File: config.mk
export PLATFORM = sky130hd
export DESIGN_NAME = qcore_fwd_scoreboard_flat
export DESIGN_NICKNAME = d
export VERILOG_FILES = /design/src/rtl/qick_pkg.sv /design/src/rtl/qcore_fwd_scoreboard_if.sv /design/src/rtl/qcore_ldq.sv /design/src/rtl/qcore_fwd_scoreboard.sv /design/src/flat_wrapper.sv
export SDC_FILE = /design/constraint.sdc
export NUM_CORES = 1
export LEC_CHECK = 0
export CORE_MARGIN = 8
export CORE_UTILIZATION = 30
export CTS_CLUSTER_SIZE = 40
export DETAILED_ROUTE_END_ITERATION = 7
export GPL_TIMING_DRIVEN = 0
export PLACE_DENSITY = 0.51
export SYNTH_ARGS = -nofsm -noshare
export SYNTH_HDL_FRONTEND = slang
export SYNTH_SLANG_ARGS = --single-unit
File: constraint.sdc
create_clock -name clk_i -period 9.6 [get_ports clk_i]
set_input_delay 1.92 -clock clk_i [delete_from_list [all_inputs] [get_ports clk_i]]
set_output_delay 1.92 -clock clk_i [all_outputs]
set_load 0.02 [all_outputs]
File: src/rtl/qick_pkg.sv
// Shared qick definitions: the data-source encodings and the per-stage control struct
// used by the operand-forwarding logic.
package qick_pkg;

   typedef enum logic [1:0] {
      SRC_ALU  = 2'b00,
      SRC_DMEM = 2'b01,
      SRC_IMM  = 2'b11
   } src_e;

   typedef struct packed {
      logic we;
      src_e src;
   } stg_ctl_t;

   localparam int CNT_W = 16;

endpackage

File: src/rtl/qcore_fwd_scoreboard_if.sv
// Operand-read, pipeline-stage and load-queue signals of the forwarding scoreboard.
// The design side uses the slave modport.
interface qcore_fwd_scoreboard_if #(
   parameter int NPORT = 2,
   parameter int NSTG  = 3,
   parameter int AW    = 7,
   parameter int DW    = 32
);
   logic                            halt_i;
   logic                            flush_i;
   logic [NPORT-1:0]                rs_re_i;
   logic [NPORT-1:0][AW-1:0]        rs_addr_i;
   logic [NPORT-1:0][DW-1:0]        rs_dt_i;
   logic [NSTG-1:0]                 stg_we_i;
   logic [NSTG-1:0][AW-1:0]         stg_addr_i;
   logic [NSTG-1:0][1:0]            stg_src_i;
   logic [NSTG-1:0][DW-1:0]         stg_dt_i;
   logic                            ld_issue_i;
   logic [AW-1:0]                   ld_addr_i;
   logic                            ld_rsp_i;
   logic [DW-1:0]                   ld_rsp_dt_i;
   logic [NPORT-1:0][DW-1:0]        rd_dt_o;
   logic                            stall_o;
   logic                            ldq_full_o;
   logic                            err_o;
   logic [15:0]                     stall_cnt_o;

   modport slave (
      input  halt_i, flush_i, rs_re_i, rs_addr_i, rs_dt_i,
             stg_we_i, stg_addr_i, stg_src_i, stg_dt_i,
             ld_issue_i, ld_addr_i, ld_rsp_i, ld_rsp_dt_i,
      output rd_dt_o, stall_o, ldq_full_o, err_o, stall_cnt_o
   );

   modport master (
      output halt_i, flush_i, rs_re_i, rs_addr_i, rs_dt_i,
             stg_we_i, stg_addr_i, stg_src_i, stg_dt_i,
             ld_issue_i, ld_addr_i, ld_rsp_i, ld_rsp_dt_i,
      input  rd_dt_o, stall_o, ldq_full_o, err_o, stall_cnt_o
   );

endinterface

File: src/rtl/qcore_ldq.sv
// In-order outstanding-load FIFO with a per-register pending vector; a pop keeps the
// pending bit when a younger entry still targets the same register.
module qcore_ldq #(
   parameter int AW  = 7,
   parameter int LDQ = 4
) (
   input  logic              clk_i,
   input  logic              rst_ni,
   input  logic              flush_i,
   input  logic              push_i,
   input  logic              pop_i,
   input  logic [AW-1:0]     push_addr_i,
   output logic [AW-1:0]     head_addr_o,
   output logic              full_o,
   output logic              empty_o,
   output logic [2**AW-1:0]  pend_o
);
   localparam int PW = $clog2(LDQ);

   logic [PW:0]      wr_q, rd_q, cnt;
   logic [AW-1:0]    mem_q [LDQ];
   logic [2**AW-1:0] pend_q, pend_nxt;
   logic             dup;

   assign cnt         = wr_q - rd_q;
   assign empty_o     = (wr_q == rd_q);
   assign full_o      = (wr_q[PW] != rd_q[PW]) && (wr_q[PW-1:0] == rd_q[PW-1:0]);
   assign head_addr_o = mem_q[rd_q[PW-1:0]];
   assign pend_o      = pend_q;

   always_comb begin
      dup = 1'b0;
      for (int i = 1; i < LDQ; i++)
         if (i < int'(cnt) && mem_q[rd_q[PW-1:0] + PW'(i)] == head_addr_o)
            dup = 1'b1;
   end

   // Clear before set so a same-address pop/push leaves the bit set.
   always_comb begin
      pend_nxt = pend_q;
      if (pop_i && !dup) pend_nxt[head_addr_o] = 1'b0;
      if (push_i)        pend_nxt[push_addr_i] = 1'b1;
   end

   always_ff @(posedge clk_i or negedge rst_ni) begin
      if (!rst_ni) begin
         wr_q   <= '0;
         rd_q   <= '0;
         pend_q <= '0;
      end else if (flush_i) begin
         wr_q   <= '0;
         rd_q   <= '0;
         pend_q <= '0;
      end else begin
         if (pop_i)  rd_q <= rd_q + 1'b1;
         if (push_i) wr_q <= wr_q + 1'b1;
         pend_q <= pend_nxt;
      end
   end

   always_ff @(posedge clk_i)
      if (push_i) mem_q[wr_q[PW-1:0]] <= push_addr_i;

endmodule

File: src/rtl/qcore_fwd_scoreboard.sv
// Operand forwarding with a load scoreboard: picks each read port's operand from the
// load response, the youngest writing stage or the register file, and stalls decode.
module qcore_fwd_scoreboard
   import qick_pkg::*;
#(
   parameter int NPORT  = 2,
   parameter int NSTG   = 3,
   parameter int AW     = 7,
   parameter int DW     = 32,
   parameter int LD_STG = 1,
   parameter int LDQ    = 4
) (
   input  logic                 clk_i,
   input  logic                 rst_ni,
   qcore_fwd_scoreboard_if.slave bus
);
   localparam int NREG = 2**AW;

   logic                     run, rsp_live, do_pop, do_push, q_flush, err_set;
   logic                     q_full, q_empty, stall;
   logic [AW-1:0]            head_addr;
   logic [NREG-1:0]          pend;
   logic [NPORT-1:0]         port_stall;
   logic [NPORT-1:0][DW-1:0] fwd, rd_q;
   logic                     err_q;
   logic [CNT_W-1:0]         cnt_q;
   stg_ctl_t                 ctl [NSTG];

   assign run      = ~bus.halt_i;
   assign rsp_live = bus.ld_rsp_i & ~q_empty;
   assign q_flush  = run & bus.flush_i;
   assign do_pop   = run & ~bus.flush_i & rsp_live;
   // A full queue still accepts an issue when the head leaves in the same cycle.
   assign do_push  = run & ~bus.flush_i & bus.ld_issue_i & (~q_full | rsp_live);
   assign err_set  = run & ~bus.flush_i &
                     ((bus.ld_issue_i & q_full & ~rsp_live) | (bus.ld_rsp_i & q_empty));

   qcore_ldq #(.AW(AW), .LDQ(LDQ)) u_ldq (
      .clk_i       (clk_i),
      .rst_ni      (rst_ni),
      .flush_i     (q_flush),
      .push_i      (do_push),
      .pop_i       (do_pop),
      .push_addr_i (bus.ld_addr_i),
      .head_addr_o (head_addr),
      .full_o      (q_full),
      .empty_o     (q_empty),
      .pend_o      (pend)
   );

   for (genvar s = 0; s < NSTG; s++) begin : g_stg
      assign ctl[s] = '{we: bus.stg_we_i[s], src: src_e'(bus.stg_src_i[s])};
   end

   for (genvar p = 0; p < NPORT; p++) begin : g_port
      logic          rsp_hit, stg_hit, dmem_haz;
      logic [DW-1:0] stg_dt;

      // Descending scan: the last match written is the lowest (youngest) stage.
      always_comb begin
         rsp_hit  = rsp_live & (head_addr == bus.rs_addr_i[p]);
         stg_hit  = 1'b0;
         stg_dt   = '0;
         dmem_haz = 1'b0;
         for (int s = NSTG-1; s >= 0; s--) begin
            if (ctl[s].we && bus.stg_addr_i[s] == bus.rs_addr_i[p]) begin
               stg_hit  = 1'b1;
               stg_dt   = bus.stg_dt_i[s];
               dmem_haz = (ctl[s].src == SRC_DMEM) && (s < LD_STG);
            end
         end
      end

      assign fwd[p] = rsp_hit ? bus.ld_rsp_dt_i :
                      stg_hit ? stg_dt : bus.rs_dt_i[p];
      assign port_stall[p] = bus.rs_re_i[p] & ~rsp_hit &
                             ((stg_hit & dmem_haz) | pend[bus.rs_addr_i[p]]);
   end

   assign stall = |port_stall;

   always_ff @(posedge clk_i or negedge rst_ni) begin
      if (!rst_ni) begin
         rd_q  <= '0;
         err_q <= 1'b0;
         cnt_q <= '0;
      end else if (run) begin
         if (!stall)                  rd_q  <= fwd;
         if (err_set)                 err_q <= 1'b1;
         if (stall && cnt_q != '1)    cnt_q <= cnt_q + 1'b1;
      end
   end

   assign bus.rd_dt_o     = rd_q;
   assign bus.stall_o     = stall;
   assign bus.ldq_full_o  = q_full;
   assign bus.err_o       = err_q;
   assign bus.stall_cnt_o = cnt_q;

endmodule

File: src/flat_wrapper.sv
// flat-port wrapper written by rule: the top's interface ports become plain ports
module qcore_fwd_scoreboard_flat import qick_pkg::*;
#(
   parameter int NPORT  = 2,
   parameter int NSTG   = 3,
   parameter int AW     = 7,
   parameter int DW     = 32,
   parameter int LD_STG = 1,
   parameter int LDQ    = 4
)
  (clk_i, rst_ni, bus_halt_i, bus_flush_i, bus_rs_re_i, bus_rs_addr_i, bus_rs_dt_i, bus_stg_we_i, bus_stg_addr_i, bus_stg_src_i, bus_stg_dt_i, bus_ld_issue_i, bus_ld_addr_i, bus_ld_rsp_i, bus_ld_rsp_dt_i, bus_rd_dt_o, bus_stall_o, bus_ldq_full_o, bus_err_o, bus_stall_cnt_o);
  qcore_fwd_scoreboard_if #(.NPORT(NPORT), .NSTG(NSTG), .AW(AW), .DW(DW)) bus_i ();
  input  logic clk_i;
  input  logic rst_ni;
  input wire logic [$bits(bus_i.halt_i)-1:0] bus_halt_i;
  input wire logic [$bits(bus_i.flush_i)-1:0] bus_flush_i;
  input wire logic [$bits(bus_i.rs_re_i)-1:0] bus_rs_re_i;
  input wire logic [$bits(bus_i.rs_addr_i)-1:0] bus_rs_addr_i;
  input wire logic [$bits(bus_i.rs_dt_i)-1:0] bus_rs_dt_i;
  input wire logic [$bits(bus_i.stg_we_i)-1:0] bus_stg_we_i;
  input wire logic [$bits(bus_i.stg_addr_i)-1:0] bus_stg_addr_i;
  input wire logic [$bits(bus_i.stg_src_i)-1:0] bus_stg_src_i;
  input wire logic [$bits(bus_i.stg_dt_i)-1:0] bus_stg_dt_i;
  input wire logic [$bits(bus_i.ld_issue_i)-1:0] bus_ld_issue_i;
  input wire logic [$bits(bus_i.ld_addr_i)-1:0] bus_ld_addr_i;
  input wire logic [$bits(bus_i.ld_rsp_i)-1:0] bus_ld_rsp_i;
  input wire logic [$bits(bus_i.ld_rsp_dt_i)-1:0] bus_ld_rsp_dt_i;
  output wire logic [$bits(bus_i.rd_dt_o)-1:0] bus_rd_dt_o;
  output wire logic [$bits(bus_i.stall_o)-1:0] bus_stall_o;
  output wire logic [$bits(bus_i.ldq_full_o)-1:0] bus_ldq_full_o;
  output wire logic [$bits(bus_i.err_o)-1:0] bus_err_o;
  output wire logic [$bits(bus_i.stall_cnt_o)-1:0] bus_stall_cnt_o;
  assign bus_i.halt_i = bus_halt_i;
  assign bus_i.flush_i = bus_flush_i;
  assign bus_i.rs_re_i = bus_rs_re_i;
  assign bus_i.rs_addr_i = bus_rs_addr_i;
  assign bus_i.rs_dt_i = bus_rs_dt_i;
  assign bus_i.stg_we_i = bus_stg_we_i;
  assign bus_i.stg_addr_i = bus_stg_addr_i;
  assign bus_i.stg_src_i = bus_stg_src_i;
  assign bus_i.stg_dt_i = bus_stg_dt_i;
  assign bus_i.ld_issue_i = bus_ld_issue_i;
  assign bus_i.ld_addr_i = bus_ld_addr_i;
  assign bus_i.ld_rsp_i = bus_ld_rsp_i;
  assign bus_i.ld_rsp_dt_i = bus_ld_rsp_dt_i;
  assign bus_rd_dt_o = bus_i.rd_dt_o;
  assign bus_stall_o = bus_i.stall_o;
  assign bus_ldq_full_o = bus_i.ldq_full_o;
  assign bus_err_o = bus_i.err_o;
  assign bus_stall_cnt_o = bus_i.stall_cnt_o;
  qcore_fwd_scoreboard #(.NPORT(NPORT), .NSTG(NSTG), .AW(AW), .DW(DW), .LD_STG(LD_STG), .LDQ(LDQ)) u_core (.clk_i(clk_i), .rst_ni(rst_ni), .bus(bus_i));
endmodule
==> flow_summary.json, run 1 <==
{
  "holdPathStages": 1,
  "viasPerCell": 5.60,
  "die_area_um2": 61200,
  "antenna_found_initial": 16,
  "syn_inst": 1657,
  "path_cells": "clkdlybuf4s50_1 > buf_4 > buf_2 > mux4_2 > mux2i_1 > nand3_1 > a32oi_1 > a21o_1 > o21ai_2 > clkdlybuf4s50_1",
  "clock_latency_ps": 580,
  "hold_start": "u_core.bus.rd_dt_o[24]",
  "setup_viol": 0,
  "cts_buffers": 31,
  "clockBufferDepth": 3,
  "postPlaceCellArea_um2": 20200,
  "drv_slew": 8,
  "fin_area_um2": 21300,
  "mostFrequentLayoutCells": "320 x clkdlybuf4s50_1, 253 x a21oi_1, 215 x dfrtp_1, 179 x nand2_1, 175 x o21ai_0",
  "hold_viol": 0,
  "numClockSinks": 243,
  "path_clk_slew_ps": 60,
  "ys.flop_type": "dfrtp_1",
  "setup-tns-final_ps": 0,
  "async_flop_share": 0.885,
  "cts_resized": 0,
  "leakage_nw": 8.00,
  "drtIter0Drc": 1507,
  "postSynthAreaPerCell_um2": 9.69,
  "crit_arrival_ps": 5470,
  "slowest_delay_ps": 620,
  "hold-worst-slack_ps": 484,
  "wl_um": 75000,
  "failed_checks": "capacitance limit, slew limit",
  "pre_cts_slack_ps": 2210,
  "endpoint_kind": "primary output",
  "ios": 334,
  "syn_area_um2": 16100,
  "io_buffer_count": 321,
  "worst_slack_ps": 2210,
  "initial_core_util": 0.301,
  "synth-edff-count": 28,
  "finalCritPeriodShare": 0.770,
  "yosysUniqueCellTypes": 60,
  "fillers": 5338,
  "avgRoutedWirePerCell_um": 27.3,
  "grt_pass1_wl_um": 107000,
  "postSynthNetCount": 1917,
  "final_util": 0.398,
  "cts_setup_buffers": 0,
  "reg2reg_depth": 12,
  "drive_gt1_frac": 0.109,
  "ir_worst_vdd_mv": 0.136,
  "finalNetCount": 2273,
  "rsz0062_at_grt": "false",
  "grt_max_degree": 98,
  "core_area_um2": 53400,
  "fin_crit_ps": 7390,
  "drc_errors": 0,
  "crit_top_cell": "clkdlybuf4s50_1",
  "crit_type": "in -> out",
  "power_mw": 3.25,
  "seq_area_frac_synth": 0.387,
  "grt_overflow": 0,
  "max-slew-margin-rel": -0.0115,
  "clock_skew_ps": 12.2,
  "die_w_um": 247,
  "rows": 85,
  "tritoncts": "done",
  "layout_commonest_cell": "clkdlybuf4s50_1",
  "htree_levels": 1,
  "dpl.cell_count": 2676,
  "dp_hpwl_um": 56900,
  "ys_seq_elements": 243,
  "cts_root_buf": "clkbuf_16",
  "critPathMaxFanout": 10,
  "hold_buffers": 0,
  "grt_pass1_vias": 15500,
  "fmax_ghz": 0.135,
  "area_delta_synth_final_pct": 32.4,
  "cap_violations": 2,
  "crit_start": "bus_rs_addr_i[1]",
  "place_congestion": 0.909,
  "dr_total_vias": 15400,
  "groute.usage.overall": 0.234,
  "ant_nets": 0,
  "cellPowerDensity_nw_per_um2": 153,
  "required_ps": 7680,
  "r2r-start": "u_core.u_ldq.rd_q[1]",
  "slowest_stage": "clkdlybuf4s50_1",
  "dieHeight_um": 247,
  "fin_cells": 2748,
  "cp-start-kind": "input pin",
  "status": "complete, but fails checks",
  "hold_path.class": "reg -> reg",
  "ys_warn_count": 0,
  "first_pass_iters": 7,
  "worst_pin_slew_ps": 1510
}
[cells by family after synthesis]
group / after synthesis / share of synthesized area
adder cells (fa/ha/maj): 9 / 0.00748
multiplexers: 238 / 0.217
AO/OA/AOI/OAI: 524 / 0.175
buffers and inverters: 150 / 0.0443
flip-flops: 243 / 0.387
XOR/XNOR: 103 / 0.0562
AND/OR/NAND/NOR: 390 / 0.112
[critical path, delay by kind of cell]
kind | cells | cell delay (ps)
simple gates | 1 | 130
mux | 2 | 900
buf+inv | 4 | 1930
compound gates | 3 | 580
[synthesized netlist by cell type (8+ instances only)]
library cell  instances  area share
and2_1               10      0.0039
buf_2                31      0.0097
nor3b_1              13      0.0061
mux2_2               31       0.022
and3_1               11      0.0043
clkbuf_1             76       0.018
buf_6                10      0.0070
mux2i_1              68       0.042
o22ai_1              48       0.019
a31oi_1               9      0.0035
nor4_1               10      0.0039
o211ai_1              9      0.0042
nand2_1             179       0.042
mux4_2               79        0.11
nor2b_1              13      0.0051
xnor2_1              63       0.034
xor2_1               40       0.022
ha_1                  8      0.0062
a21oi_1             253       0.079
mux2_1               60       0.042
inv_1                16      0.0037
o21ai_0             175       0.055
dfrtp_1             215        0.33
nand3_1              28      0.0087
nand4_1              25      0.0097
nor3_1               17      0.0053
nor2_1               69       0.016
edfxtp_1             28       0.052
[worst paths after layout]
path                                             to  slack [ps]
setup / recovery                        bus_stall_o        2210
max in group asynchronous     u_core.bus.rd_dt_o[4]        7080
setup reg to reg           u_core.u_ldq.pend_o[121]        5190
min in group asynchronous   u_core.u_ldq.pend_o[82]        1220
hold / removal               u_core.bus.rd_dt_o[24]         480
hold reg to reg              u_core.bus.rd_dt_o[24]         480
[power by group]
group          switching, mW  leakage [nW]  internal [mW]
Clock                  0.490         0.504          0.684
Combinational          0.503          4.40          0.418
Sequential            0.0483          3.10           1.11
[registers in the layout (all words and copies together) (netlist names)]
register,flops
u_core.u_ldq.pend_o,128
u_core.u_ldq.wr_q,3
u_core.u_ldq.mem_q,28
u_core.bus.err_o,1
u_core.bus.rd_dt_o,64
u_core.u_ldq.rd_q,3
u_core.bus.stall_cnt_o,16
[cell type report]
| type | count | area, um^2 | share of cell area |
|---|---|---|---|
| inverters | 18 | 67.6 | 0.00318 |
| diodes | 14 | 35.0 | 0.00165 |
| clock inverters | 15 | 121 | 0.00571 |
| repair buffers | 323 | 3270 | 0.154 |
| plain buffers | 132 | 644 | 0.0303 |
| multi-input cells | 1264 | 9130 | 0.429 |
| flip-flops and latches | 243 | 6220 | 0.293 |
| clock buffers | 43 | 902 | 0.0424 |
| well taps | 696 | 871 | 0.0410 |
[routing by layer]
metal | wire (um) | track usage | vias to the layer above
met4 | 2780 | 0.0913 | 12
li1 | - | - | 6844
met5 | 90 | 0 | -
met1 | 28900 | 0.285 | 7599
met3 | 6500 | 0.0483 | 135
met2 | 36700 | 0.404 | 795
Power figures use the tool's default switching activity.
==> inputs of run 2 (changes only) <==
==> constraint.sdc (replaced) <==
create_clock -name clk_i -period 7.12 [get_ports clk_i]
set_input_delay 1.424 -clock clk_i [delete_from_list [all_inputs] [get_ports clk_i]]
set_output_delay 1.424 -clock clk_i [all_outputs]
set_load 0.02 [all_outputs]
==> results of run 2 <==
The final DEF is identical to that of run 1. Status: complete, but fails checks: capacitance limit, slew limit.
Main changes from that run: setup slack after placement 2210 ps -> 720 ps; setup slack after layout 2210 ps -> 723 ps; register-to-register setup slack 5190 ps -> 2710 ps; total power 3.25 mW -> 4.39 mW; worst IR drop on VDD 0.136 mV -> 0.183 mV
==> inputs of run 3 (changes only) <==
--- a/config.mk
+++ b/config.mk
@@ -6,11 +6,12 @@
 export NUM_CORES = 1
 export LEC_CHECK = 0
 export CORE_MARGIN = 8
-export CORE_UTILIZATION = 30
+export CORE_UTILIZATION = 54
 export CTS_CLUSTER_SIZE = 40
 export DETAILED_ROUTE_END_ITERATION = 7
 export GPL_TIMING_DRIVEN = 0
-export PLACE_DENSITY = 0.51
+export PLACE_DENSITY = 0.81
 export SYNTH_ARGS = -nofsm -noshare
 export SYNTH_HDL_FRONTEND = slang
+export SYNTH_HIERARCHICAL = 1
 export SYNTH_SLANG_ARGS = --single-unit
==> run 3 against run 2 <==
The run now ends clean. Combinational power up 6%. Sequential share of layout area fell by 1.5 points. Count of clock-buffer cells in the layout down 4. Non-clock buffer count up 19. Sequential power about the same. Fmax fell by 10%. Critical endpoint unchanged.
==> flow_summary.json, run 3 <==
{
  "avgRoutedWirePerCell_um": 29.3,
  "cts_setup_buffers": 0,
  "finalNetCount": 2459,
  "yosysUniqueCellTypes": 63,
  "rows": 66,
  "grt_pass1_wl_um": 115000,
  "yosysTopAreaCellShare": 0.306,
  "dieHeight_um": 196,
  "rrSetupSlack_ps": 2990,
  "clockBufferDepth": 3,
  "grt_pass1_vias": 18100,
  "drtIter0Drc": 2669,
  "seq_area_frac_synth": 0.354,
  "crit_type": "in -> out",
  "fin_crit_ps": 7120,
  "largest_reg_flops": 128,
  "antenna_found_initial": 29,
  "r2r-start": "u_core/u_ldq/rd_q[1]",
  "power_mw": 4.40,
  "hold_buffers": 0,
  "cp-start-kind": "input pin",
  "postSynthNetCount": 2105,
  "ios": 334,
  "ant_nets": 0,
  "ir_worst_vdd_mv": 0.157,
  "yosysMostFrequentCell": "nor2_1",
  "io_buffer_count": 322,
  "leakage_nw": 8.77,
  "grt_overflow": 0,
  "status": "finished, final reports clean",
  "dr_total_vias": 18300,
  "hold-worst-slack_ps": 461,
  "cp-endpoint": "bus_stall_o",
  "ys.flop_type": "dfrtp_1",
  "path_clk_slew_ps": 60,
  "r2r-end": "u_core/u_ldq/pend_o[1]",
  "cellPowerDensity_nw_per_um2": 196,
  "drv_slew": 0,
  "synth-edff-count": 28,
  "hold_viol": 0,
  "postSynthAreaPerCell_um2": 9.52,
  "fmax_ghz": 0.140,
  "ys_warn_count": 6,
  "syn_inst": 1845,
  "endpoint_kind": "primary output",
  "die_w_um": 196,
  "grt_max_degree": 81,
  "cts_resized": 1,
  "worst_pin_slew_ps": 1230,
  "fillers": 2495,
  "htree_levels": 1,
  "layout_commonest_cell": "nor2_1",
  "crit_start": "bus_rs_addr_i[2]",
  "critPathMaxFanout": 10,
  "cts_buffers": 28,
  "drive_gt1_frac": 0.0946,
  "rsz0062_at_grt": "false",
  "synth.largest_area_cell": "dfrtp_1",
  "syn_area_um2": 17600,
  "mostFrequentLayoutCells": "380 x nor2_1, 321 x clkdlybuf4s50_1, 215 x dfrtp_1, 128 x o21bai_1, 119 x a31oi_1",
  "synthTopCellsByArea": "dfrtp_1 31%, mux4_2 11%, nor2_1 8.1%",
  "cap_violations": 0,
  "clock_latency_ps": 570,
  "die_area_um2": 38600,
  "hold_path.class": "reg -> reg",
  "max-slew-margin-rel": 0.171,
  "clock_skew_ps": 10.6,
  "reg2reg_depth": 13,
  "wl_um": 78800,
  "required_ps": 5700,
  "groute.usage.overall": 0.395,
  "tritoncts": "done",
  "place_congestion": 1.05,
  "viasPerCell": 6.80,
  "async_flop_share": 0.885,
  "ys_seq_elements": 243,
  "area_delta_synth_final_pct": 27.6,
  "finalCritPeriodShare": 1.00,
  "yosys-top-cells-count": "380 x nor2_1, 215 x dfrtp_1, 128 x o21bai_1",
  "numClockSinks": 243,
  "first_pass_iters": 7,
  "drc_errors": 0,
  "initial_core_util": 0.544,
  "cts_root_buf": "clkbuf_16",
  "dp_hpwl_um": 58600,
  "setup_viol": 0,
  "core_area_um2": 32300,
  "crit_arrival_ps": 5690
}
## run 3: changes by cell type after synthesis, sizes merged, moves of 14 or more
cell	delta
nor2	+310
a21oi	-183
o21bai	+127
a31oi	+124
o21ai	-102
nand2	-93
o22ai	-43
o221ai	+31
a211oi	+30
nor3	+20
clkbuf	+19
mux2	-14
## run 3: logic make-up (layout without fill, tap and decap cells)
kind of cell | after synthesis | in the layout | share of synthesized area
flops | 243 | 243 | 0.354
other cells | 0 | 27 | 0
mux | 216 | 216 | 0.187
compound gates | 487 | 487 | 0.192
simple gates | 620 | 620 | 0.156
xor+xnor | 105 | 105 | 0.0523
buf+inv | 165 | 540 | 0.0513
fa+ha+maj | 9 | 9 | 0.00684
## run 3: final cells by class
type | count | area (um^2) | share of cell area
Antenna cell | 27 | 67.6 | 0.00301
Buffer | 150 | 847 | 0.0378
Clock buffer | 39 | 803 | 0.0358
Clock inverter | 12 | 140 | 0.00625
Inverter | 15 | 56.3 | 0.00251
Multi-Input combinational cell | 1437 | 10400 | 0.466
Sequential cell | 243 | 6220 | 0.278
Tap cell | 442 | 553 | 0.0247
Timing Repair Buffer | 324 | 3280 | 0.146
## run 3: worst min path at each step
stage / start / end / slack [ps] / cells after the start
final: u_core/bus.err_o / u_core/bus.err_o / 460 / 1
after global routing: u_core/bus.err_o / u_core/bus.err_o / 480 / 1
after CTS: u_core/bus.err_o / u_core/bus.err_o / 460 / 1
after detailed placement: u_core/bus.err_o / u_core/bus.err_o / 450 / 1
after global placement: u_core/bus.err_o / u_core/bus.err_o / 450 / 1
after floorplan: u_core/u_ldq/rd_q[2] / u_core/u_ldq/rd_q[2] / 520 / 2
## run 3: per-layer routing
metal / GRT usage / vias up / wire length [um]
li1: - / 7542 / -
met1: 0.458 / 8647 / 25800
met2: 0.625 / 1637 / 35400
met3: 0.124 / 463 / 11200
met4: 0.264 / 6 / 6400
met5: 0 / - / 40
## run 3: stage by stage
step	setup TNS, ps	cells	setup slack (ps)	utilization	cell area [um^2]
finish	0	2689	1.87	0.694	22400
global route	0	2687	27.5	0.694	22400
CTS	0	2662	271	0.692	22300
detailed placement	-12.8	2611	-12.8	0.663	21400
global placement	-1030630	2609	-4810	0.661	21300
floorplan	0	1845	1760	-	17600
## run 3: critical path: stages
cell	delay (ps)
clkdlybuf4s50_1	500
clkbuf_1	770
buf_2	510
mux4_2	360
mux2i_1	380
mux2i_1	150
nand4_1	120
o221ai_1	160
a22oi_4	400
buf_2	300
inv_1	60
clkdlybuf4s50_1	540
## run 3: power breakdown
group | internal, mW | switching [mW] | total, mW | leakage (nW)
Clock | 0.891 | 0.622 | 1.51 | 0.457
Sequential | 1.50 | 0.0715 | 1.57 | 3.09
Combinational | 0.574 | 0.740 | 1.31 | 5.22
